<file path="src/rtl/mem_access_stage.sv">
// ============================================================================
// Module   : mem_access_stage
// Brief    : Memory-access pipeline stage; issues loads/stores, registers results for writeback.
// Revision : 1.0 - initial release
// ============================================================================
`default_nettype none

module mem_access_stage #(
    parameter int XLEN      = 64,
    parameter int RF_ADDR_W = 5
) (
    input  logic                 clk_i,
    input  logic                 rst_i,

    input  logic                 ex_valid_i,
    output logic                 ex_ready_o,
    input  logic [XLEN-1:0]      ex_alu_res_i,
    input  logic [XLEN-1:0]      ex_store_data_i,
    input  logic [XLEN-1:0]      ex_instr_imm_i,
    input  logic [XLEN-1:0]      ex_pc_val_i,
    input  logic                 ex_mem_rd_i,
    input  logic                 ex_mem_wr_i,
    input  logic [1:0]           ex_data_byte_en_i,
    input  logic                 ex_data_zero_extnd_i,
    input  logic [1:0]           ex_rf_wr_data_src_i,
    input  logic                 ex_rf_wr_en_i,
    input  logic [RF_ADDR_W-1:0] ex_rd_addr_i,
    input  logic                 flush_i,

    output logic                 dmem_req_valid_o,
    input  logic                 dmem_req_ready_i,
    output logic                 dmem_req_wr_o,
    output logic [XLEN-1:0]      dmem_req_addr_o,
    output logic [XLEN-1:0]      dmem_req_wdata_o,
    output logic [7:0]           dmem_req_wstrb_o,
    input  logic                 dmem_resp_valid_i,
    input  logic [XLEN-1:0]      dmem_resp_rdata_i,

    output logic                 wb_valid_o,
    input  logic                 wb_ready_i,
    output logic [XLEN-1:0]      wb_alu_res_o,
    output logic [XLEN-1:0]      wb_data_mem_rd_o,
    output logic [XLEN-1:0]      wb_instr_imm_o,
    output logic [XLEN-1:0]      wb_pc_val_o,
    output logic [1:0]           wb_rf_wr_data_src_o,
    output logic [1:0]           wb_data_byte_en_o,
    output logic                 wb_data_zero_extnd_o,
    output logic [2:0]           wb_data_mem_row_idx_o,
    output logic                 wb_rf_wr_en_o,
    output logic [RF_ADDR_W-1:0] wb_rd_addr_o,
    output logic                 wb_misalign_o
);

    typedef enum logic [1:0] {
        S_IDLE = 2'd0,
        S_REQ  = 2'd1,
        S_RESP = 2'd2,
        S_HOLD = 2'd3
    } state_t;

    state_t                 state_q, state_d;
    logic [XLEN-1:0]        alu_res_q, alu_res_d;
    logic [XLEN-1:0]        store_data_q, store_data_d;
    logic [XLEN-1:0]        imm_q, imm_d;
    logic [XLEN-1:0]        pc_q, pc_d;
    logic [XLEN-1:0]        rdata_q, rdata_d;
    logic                   mem_rd_q, mem_rd_d;
    logic                   mem_wr_q, mem_wr_d;
    logic [1:0]             byte_en_q, byte_en_d;
    logic                   zext_q, zext_d;
    logic [1:0]             src_q, src_d;
    logic                   rf_wr_en_q, rf_wr_en_d;
    logic [RF_ADDR_W-1:0]   rd_addr_q, rd_addr_d;
    logic                   misalign_q, misalign_d;
    logic                   drop_q, drop_d;

    logic                   w_misalign;
    logic                   w_capture;
    logic                   w_req;
    logic                   w_store;
    logic [2:0]             w_off;
    logic [7:0]             w_strb_base;

    assign ex_ready_o = (state_q == S_IDLE) || ((state_q == S_HOLD) && wb_ready_i);
    assign w_capture  = ex_valid_i && ex_ready_o && !flush_i;

    // Alignment is judged on the incoming address so the branch is taken at capture.
    always_comb begin
        case (ex_data_byte_en_i)
            2'd0:    w_misalign = 1'b0;
            2'd1:    w_misalign = ex_alu_res_i[0];
            2'd2:    w_misalign = |ex_alu_res_i[1:0];
            default: w_misalign = |ex_alu_res_i[2:0];
        endcase
        w_misalign = w_misalign && (ex_mem_rd_i || ex_mem_wr_i);
    end

    always_comb begin
        state_d      = state_q;
        alu_res_d    = alu_res_q;
        store_data_d = store_data_q;
        imm_d        = imm_q;
        pc_d         = pc_q;
        rdata_d      = rdata_q;
        mem_rd_d     = mem_rd_q;
        mem_wr_d     = mem_wr_q;
        byte_en_d    = byte_en_q;
        zext_d       = zext_q;
        src_d        = src_q;
        rf_wr_en_d   = rf_wr_en_q;
        rd_addr_d    = rd_addr_q;
        misalign_d   = misalign_q;
        drop_d       = drop_q;

        case (state_q)
            S_IDLE: state_d = S_IDLE;
            S_REQ: begin
                // A flush coinciding with acceptance must still absorb the response.
                if (dmem_req_ready_i) begin
                    state_d = S_RESP;
                    drop_d  = flush_i;
                end else if (flush_i) begin
                    state_d = S_IDLE;
                end
            end
            S_RESP: begin
                if (dmem_resp_valid_i) begin
                    drop_d = 1'b0;
                    if (drop_q || flush_i) begin
                        state_d = S_IDLE;
                    end else begin
                        state_d = S_HOLD;
                        if (mem_rd_q) begin
                            rdata_d = dmem_resp_rdata_i;
                        end
                    end
                end else if (flush_i) begin
                    drop_d = 1'b1;
                end
            end
            S_HOLD: begin
                if (flush_i || wb_ready_i) begin
                    state_d = S_IDLE;
                end
            end
            default: state_d = S_IDLE;
        endcase

        if (w_capture) begin
            alu_res_d    = ex_alu_res_i;
            store_data_d = ex_store_data_i;
            imm_d        = ex_instr_imm_i;
            pc_d         = ex_pc_val_i;
            rdata_d      = '0;
            mem_rd_d     = ex_mem_rd_i;
            mem_wr_d     = ex_mem_wr_i;
            byte_en_d    = ex_data_byte_en_i;
            zext_d       = ex_data_zero_extnd_i;
            src_d        = ex_rf_wr_data_src_i;
            rf_wr_en_d   = ex_rf_wr_en_i && !w_misalign;
            rd_addr_d    = ex_rd_addr_i;
            misalign_d   = w_misalign;
            drop_d       = 1'b0;
            if (w_misalign || !(ex_mem_rd_i || ex_mem_wr_i)) begin
                state_d = S_HOLD;
            end else begin
                state_d = S_REQ;
            end
        end
    end

    always_ff @(posedge clk_i) begin
        if (rst_i) begin
            state_q      <= S_IDLE;
            alu_res_q    <= '0;
            store_data_q <= '0;
            imm_q        <= '0;
            pc_q         <= '0;
            rdata_q      <= '0;
            mem_rd_q     <= 1'b0;
            mem_wr_q     <= 1'b0;
            byte_en_q    <= '0;
            zext_q       <= 1'b0;
            src_q        <= '0;
            rf_wr_en_q   <= 1'b0;
            rd_addr_q    <= '0;
            misalign_q   <= 1'b0;
            drop_q       <= 1'b0;
        end else begin
            state_q      <= state_d;
            alu_res_q    <= alu_res_d;
            store_data_q <= store_data_d;
            imm_q        <= imm_d;
            pc_q         <= pc_d;
            rdata_q      <= rdata_d;
            mem_rd_q     <= mem_rd_d;
            mem_wr_q     <= mem_wr_d;
            byte_en_q    <= byte_en_d;
            zext_q       <= zext_d;
            src_q        <= src_d;
            rf_wr_en_q   <= rf_wr_en_d;
            rd_addr_q    <= rd_addr_d;
            misalign_q   <= misalign_d;
            drop_q       <= drop_d;
        end
    end

    assign w_req   = (state_q == S_REQ);
    assign w_store = w_req && mem_wr_q;
    assign w_off   = alu_res_q[2:0];

    always_comb begin
        case (byte_en_q)
            2'd0:    w_strb_base = 8'h01;
            2'd1:    w_strb_base = 8'h03;
            2'd2:    w_strb_base = 8'h0F;
            default: w_strb_base = 8'hFF;
        endcase
    end

    assign dmem_req_valid_o = w_req;
    assign dmem_req_wr_o    = w_store;
    assign dmem_req_addr_o  = w_req ? {alu_res_q[XLEN-1:3], 3'b000} : '0;
    assign dmem_req_wdata_o = w_store ? (store_data_q << {w_off, 3'b000}) : '0;
    assign dmem_req_wstrb_o = w_store ? (w_strb_base << w_off) : 8'h00;

    assign wb_valid_o            = (state_q == S_HOLD);
    assign wb_alu_res_o          = alu_res_q;
    assign wb_data_mem_rd_o      = rdata_q;
    assign wb_instr_imm_o        = imm_q;
    assign wb_pc_val_o           = pc_q;
    assign wb_rf_wr_data_src_o   = src_q;
    assign wb_data_byte_en_o     = byte_en_q;
    assign wb_data_zero_extnd_o  = zext_q;
    assign wb_data_mem_row_idx_o = alu_res_q[2:0];
    assign wb_rf_wr_en_o         = rf_wr_en_q;
    assign wb_rd_addr_o          = rd_addr_q;
    assign wb_misalign_o         = misalign_q;

endmodule

`default_nettype wire
</file>
<file path="config.mk">
export PLATFORM = sky130hd
export DESIGN_NAME = mem_access_stage
export DESIGN_NICKNAME = d
export VERILOG_FILES = /design/src/rtl/mem_access_stage.sv
export SDC_FILE = /design/constraint.sdc
export NUM_CORES = 1
export LEC_CHECK = 0
export ABC_AREA = 1
export ABC_CLOCK_PERIOD_IN_PS = 2700
export CAP_MARGIN = 20
export CORE_AREA = 2 2 289 291
export CTS_CLUSTER_DIAMETER = 100
export CTS_CLUSTER_SIZE = 28
export DETAILED_ROUTE_END_ITERATION = 6
export DIE_AREA = 0 0 291 293
export HOLD_SLACK_MARGIN = 0.02
export PLACE_DENSITY = 0.43
export SYNTH_ARGS = -nofsm -noshare
export SYNTH_HDL_FRONTEND = slang
export SYNTH_SLANG_ARGS = --single-unit
</file>
<file path="constraint.sdc">
create_clock -name clk_i -period 2.7 [get_ports clk_i]
set_input_delay 0.54 -clock clk_i [delete_from_list [all_inputs] [get_ports clk_i]]
set_output_delay 0.54 -clock clk_i [all_outputs]
set_load 0.01 [all_outputs]
</file>
; ---- Word-level counts from Yosys, hierarchy flattened
; Index checks and enable logic that the tools add are counted.
; Widths: inputs -> output; s select.
[totals]
wordCells = 71
inputBits = 340
register_bits = 337
[classes]
muxes = 17
shift = 2
reduce_logical = 24
bitwise_logic = 1
n_eq_ne = 12
[ops]
columns = cell, n
row1 = $mux 64, 2
row2 = $shl 64x6->64, 1
row3 = $pmux 8 s3, 1
row4 = $mux 2, 7
row5 = $eq 2x2->1 const B, 4
row6 = $mux 8, 1
row7 = $pmux 2 s4, 1
row8 = $shl 8x3->8, 1
row9 = $eq 2x1->1 const B, 3
row10 = $logic_and 1x1->1, 6
row11 = $logic_not 2->1, 3
row12 = $ne 3x3->1 const B, 2
row13 = $reduce_and 3->1, 2
row14 = $logic_or 1x1->1, 5
row15 = $ne 4x4->1 const B, 1
row16 = $reduce_and 4->1, 1
row17 = $reduce_or 2->1, 2
row18 = $logic_not 1->1, 3
row19 = $mux 1, 3
row20 = $ne 3x1->1 const B, 1
row21 = $pmux 1 s3, 1
row22 = $reduce_or 3->1, 1
row23 = $ne 2x2->1 const B, 1
row24 = $pmux 1 s2, 1
row25 = other kinds (2), 2

; ---- Longest topological paths before layout
[logic_depth]
depth_word = 7
depth_mapped = 11
depth_no_buf = 10

; ---- Worst setup path after synthesis
; Ideal clock, no wire load.
[synth_timing]
path_type = register to output
startpoint = register state_q[1]
endpoint = output port dmem_req_wdata_o[43]
setup_slack_ps = 648
path_stages_with_launch = 8
path_buffers = 1
arrival_time_ps = 1512
t_required_ps = 2160
cell_sequence = dfxtp_1 inv_1 ha_1 nand2_1 inv_1 nand2_1 clkbuf_1 o21ai_0
[synth_between]
elab_chain_cells = 3
[synth_rtl]
columns = item, line
row1 = from (decl), 61  ; state_t state_q, state_d;
row2 = from (signal assigned), 190  ; state_q <= state_d;
row3 = $eq 2x1->1, 208  ; assign w_req = (state_q == S_REQ);
row4 = via dmem_req_valid_o, 30  ; output logic dmem_req_valid_o,
row5 = $logic_and 1x1->1, 209  ; assign w_store = w_req && mem_wr_q;
row6 = via dmem_req_wr_o, 32  ; output logic dmem_req_wr_o,
row7 = $mux 64, 224  ; assign dmem_req_wdata_o = w_store ? (store_data_q << {w_off, 3'b000}) : '0;
row8 = to (decl), 34  ; output logic [XLEN-1:0] dmem_req_wdata_o,
; The timed path passes the listed nets, and every way through them passes these cells.

; ---- Worst setup path in the final report
[layout_timing]
startpoint = register state_q[1]
endpoint = output port dmem_req_wdata_o[33]
[layout_between]
elab_chain_cells = 3
[layout_rtl]
columns = item, line
row1 = $eq 2x1->1, 208
row2 = $logic_and 1x1->1, 209
row3 = $mux 64, 224
; Every way passes these cells.

==> results_dict.tcl <==
set metrics [dict create \
    status "finished, violations left" \
    violations "setup timing" \
    rrSetupSlack_ps 660 \
    share_comb_of_total_power_pct 24.0 \
    routed_wl_um 73300 \
    min_period_ps 2700 \
    finClkSkew_ps 21.8 \
    p_per_area_nw_per_um2 521 \
    antenna_found_initial 15 \
    clkLatencyLatePin_ps 590 \
    synth_area_sq_um 14300 \
    grt_pass1_wl_um 105000 \
    clockPowerShare_pct 31.8 \
    clk_path_buf_depth 3 \
    wire_per_inst_um 19.2 \
    fin_crit_sh_pct 100 \
    power_switching_uw 4090 \
    rsz0062_at_grt "true" \
    end_kind "output port" \
    setup_viol 1 \
    worstPathRequired_ps 2160 \
    cts_root_buffer "clkbuf_16" \
    fill_cells 8850 \
    cap_violations 0 \
    drt_iter0_drc 793 \
    drc 0 \
    slew_viol_final 0 \
    hold_violations 0 \
    synth_area_leaders "dfxtp_1 47%, nor2_1 14%, o21ai_0 11%, nand2_1 5.7%, inv_1 4.1%" \
    port_buffers 747 \
    ys_seq_area_share_pct 47.3 \
    drtAntennaViolNets 0 \
    core_sq_um 81800 \
    vias 15900 \
    htree_levels 1 \
    worstHoldStart "wb_data_mem_rd_o[46]" \
    seqPwrFrac_pct 44.2 \
    reg2reg_to "wb_instr_imm_o[58]" \
    rr_startpoint "state_q[1]" \
    first_pass_iters 5 \
    syn_area_per_cell_sq_um 7.07 \
    gp_congestion 0.905 \
    crit_arrival_ps 2160 \
    num_rows 105 \
    crit_fanout 6 \
    ys_async_sr_fraction_pct 0 \
    grt_max_degree 91 \
    hp-class "register to register" \
    path_class "register to output port" \
    leakage_uw 0.00977 \
    die-area_sq_um 85300 \
    p_sw_share_pct 32.3 \
    fmax_mhz 370 \
    drive_gt1_share_pct 10.9 \
    synth.most_common_cell "nor2_1" \
    whs_ps 449 \
    nets 3084 \
    synth_top_area_share_pct 47.3 \
    synth_top_cell_by_area "dfxtp_1" \
    grt_pass1_vias 15700 \
    dpl.hpwl_um 55800 \
    cts_buffers 23 \
    clk_pin_slew_worst_paths_ps 90 \
    vias_per_cell 4.16 \
    r2r_cells 9 \
    place_inst 3756 \
    synth_top_cells_by_count "543 x nor2_1, 337 x dfxtp_1, 322 x o21ai_0" \
    yosys_most_used_dff "dfxtp_1" \
    intPower_uw 8590 \
    stdcell_count 3828 \
    die_w_um 291 \
    synth.distinct_cells 33 \
    grt_usage_pct 16.2 \
    cts_tree "built" \
    place_ws_ps -44.8 \
    syn2layout_area_growth_pct 70.5 \
    synth_seq_cells 337 \
    critPathLaunchType "register" \
    die_y_um 293 \
    worst_hold_path.endpoint "wb_data_mem_rd_o[46]" \
    finalWorstSetupSlack_ps -0.438 \
    io_pins 751 \
    cts.sinks 337 \
    initial_core_util_pct 17.4 \
    grt-ovfl-total 0 \
    yosys_warnings 0 \
    syn_inst 2017 \
    vdd_drop_max_uv 408 \
    synth_edf_count 0 \
    hold_depth 2 \
]
layer usage:
layer,share of wire (%),GRT usage [%],vias up
li1,-,-,7846
met1,42,19.6,7426
met2,49,28.7,566
met3,7.7,4.87,55
met4,1.7,2.91,14
met5,0.13,0,-
cell type report:
cell class	instances	area, sq um	area share (%)
Antenna cell	4	10.0	0.0412
Sequential cell	337	6760	27.8
Clock buffer	24	579	2.38
Timing Repair Buffer	848	8410	34.6
Inverter	162	637	2.62
Clock inverter	15	254	1.04
Multi-Input combinational cell	1368	6330	26.0
Tap cell	1070	1340	5.50
how the worst max path moves through the flow:
stage,depth (start not counted),endpoint,startpoint,slack (ps)
global route,10,dmem_req_wdata_o[32],state_q[1],-110
detailed placement,8,dmem_req_wdata_o[40],state_q[1],-40
floorplan,7,dmem_req_wdata_o[43],state_q[1],650
global placement,8,dmem_req_wdata_o[48],state_q[1],20
finish,10,dmem_req_wdata_o[33],state_q[1],-0.4
CTS,8,dmem_req_wdata_o[56],wb_alu_res_o[0],-100
state kept, by name, indices dropped and copies added, names as in the netlist:
register / flops
wb_instr_imm_o: 64
wb_alu_res_o: 64
wb_data_mem_rd_o: 64
wb_misalign_o: 1
wb_rf_wr_en_o: 1
mem_wr_q: 1
wb_data_byte_en_o: 2
wb_rd_addr_o: 5
mem_rd_q: 1
state_q: 2
wb_pc_val_o: 64
store_data_q: 64
drop_q: 1
wb_rf_wr_data_src_o: 2
wb_data_zero_extnd_o: 1
stage by stage:
stage	total power (uW)	util (%)	setup TNS (ps)	cell area (sq um)
after floorplan	6900	-	0	14300
after global placement	8580	28.1	0	23000
after detailed placement	8590	28.1	-164	23000
after CTS	12900	29.4	-238	24100
after global routing	13400	29.7	-1790	24300
final	12700	29.7	-0.438	24300
placed cells by master (no fill, tap or decap), drive strengths merged:
cell,n
clkdlybuf4s50,612
nor2,547
o21ai,415
dfxtp,337
nand2,219
inv,171
buf,128
a21oi,88
clkbuf,57
nand3,54
dlygate4sd2,48
clkdlybuf4s15,26
or2,19
o21a,7
clkinv,5
diode,4
a211oi,4
ha,4
conb,3
nand4,2
nor3,2
a31oi,1
o21bai,1
clkinvlp,1
a22oi,1
o211ai,1
dlymetal6s2s,1
kinds of logic (layout without fill, tap and decap cells):
group	after synthesis	count (layout)	share of synthesized area, %
AOI/OAI and AO/OA	518	518	18.7
adders and majority gates	4	4	0.351
buffers and inverters	314	1049	10.4
DFF	337	337	47.3
other	1	7	0.0263
and+or+nand+nor	843	843	23.2
power by group through the flow:
stage / clock, uW / sequential [uW] / combinational [uW]
floorplan: 0 / 5740 / 1160
global placement: 0 / 5700 / 2880
detailed placement: 0 / 5710 / 2880
CTS: 4240 / 5600 / 3010
global route: 4410 / 5650 / 3320
finish: 4030 / 5600 / 3050
repair_timing:
action	in CTS	in global routing
resized for setup	289	153
setup buffers	16	3
cloned	6	4
hold endpoints to repair	0	0
hold buffers	0	0
endpoints found under the setup margin	136	57
pin swaps	1	16
worst max-delay path, cell delays in order (launching register included):
cell and delay [ps]:
dfxtp_2 340, inv_2 80, ha_4 190, nand2_8 80, nor2_4 150, buf_6 150, buf_12 140, clkbuf_16 150
nand3_2 70, o21ai_1 70, buf_2 150
Note: power is estimated with default switching activity, not from simulation.
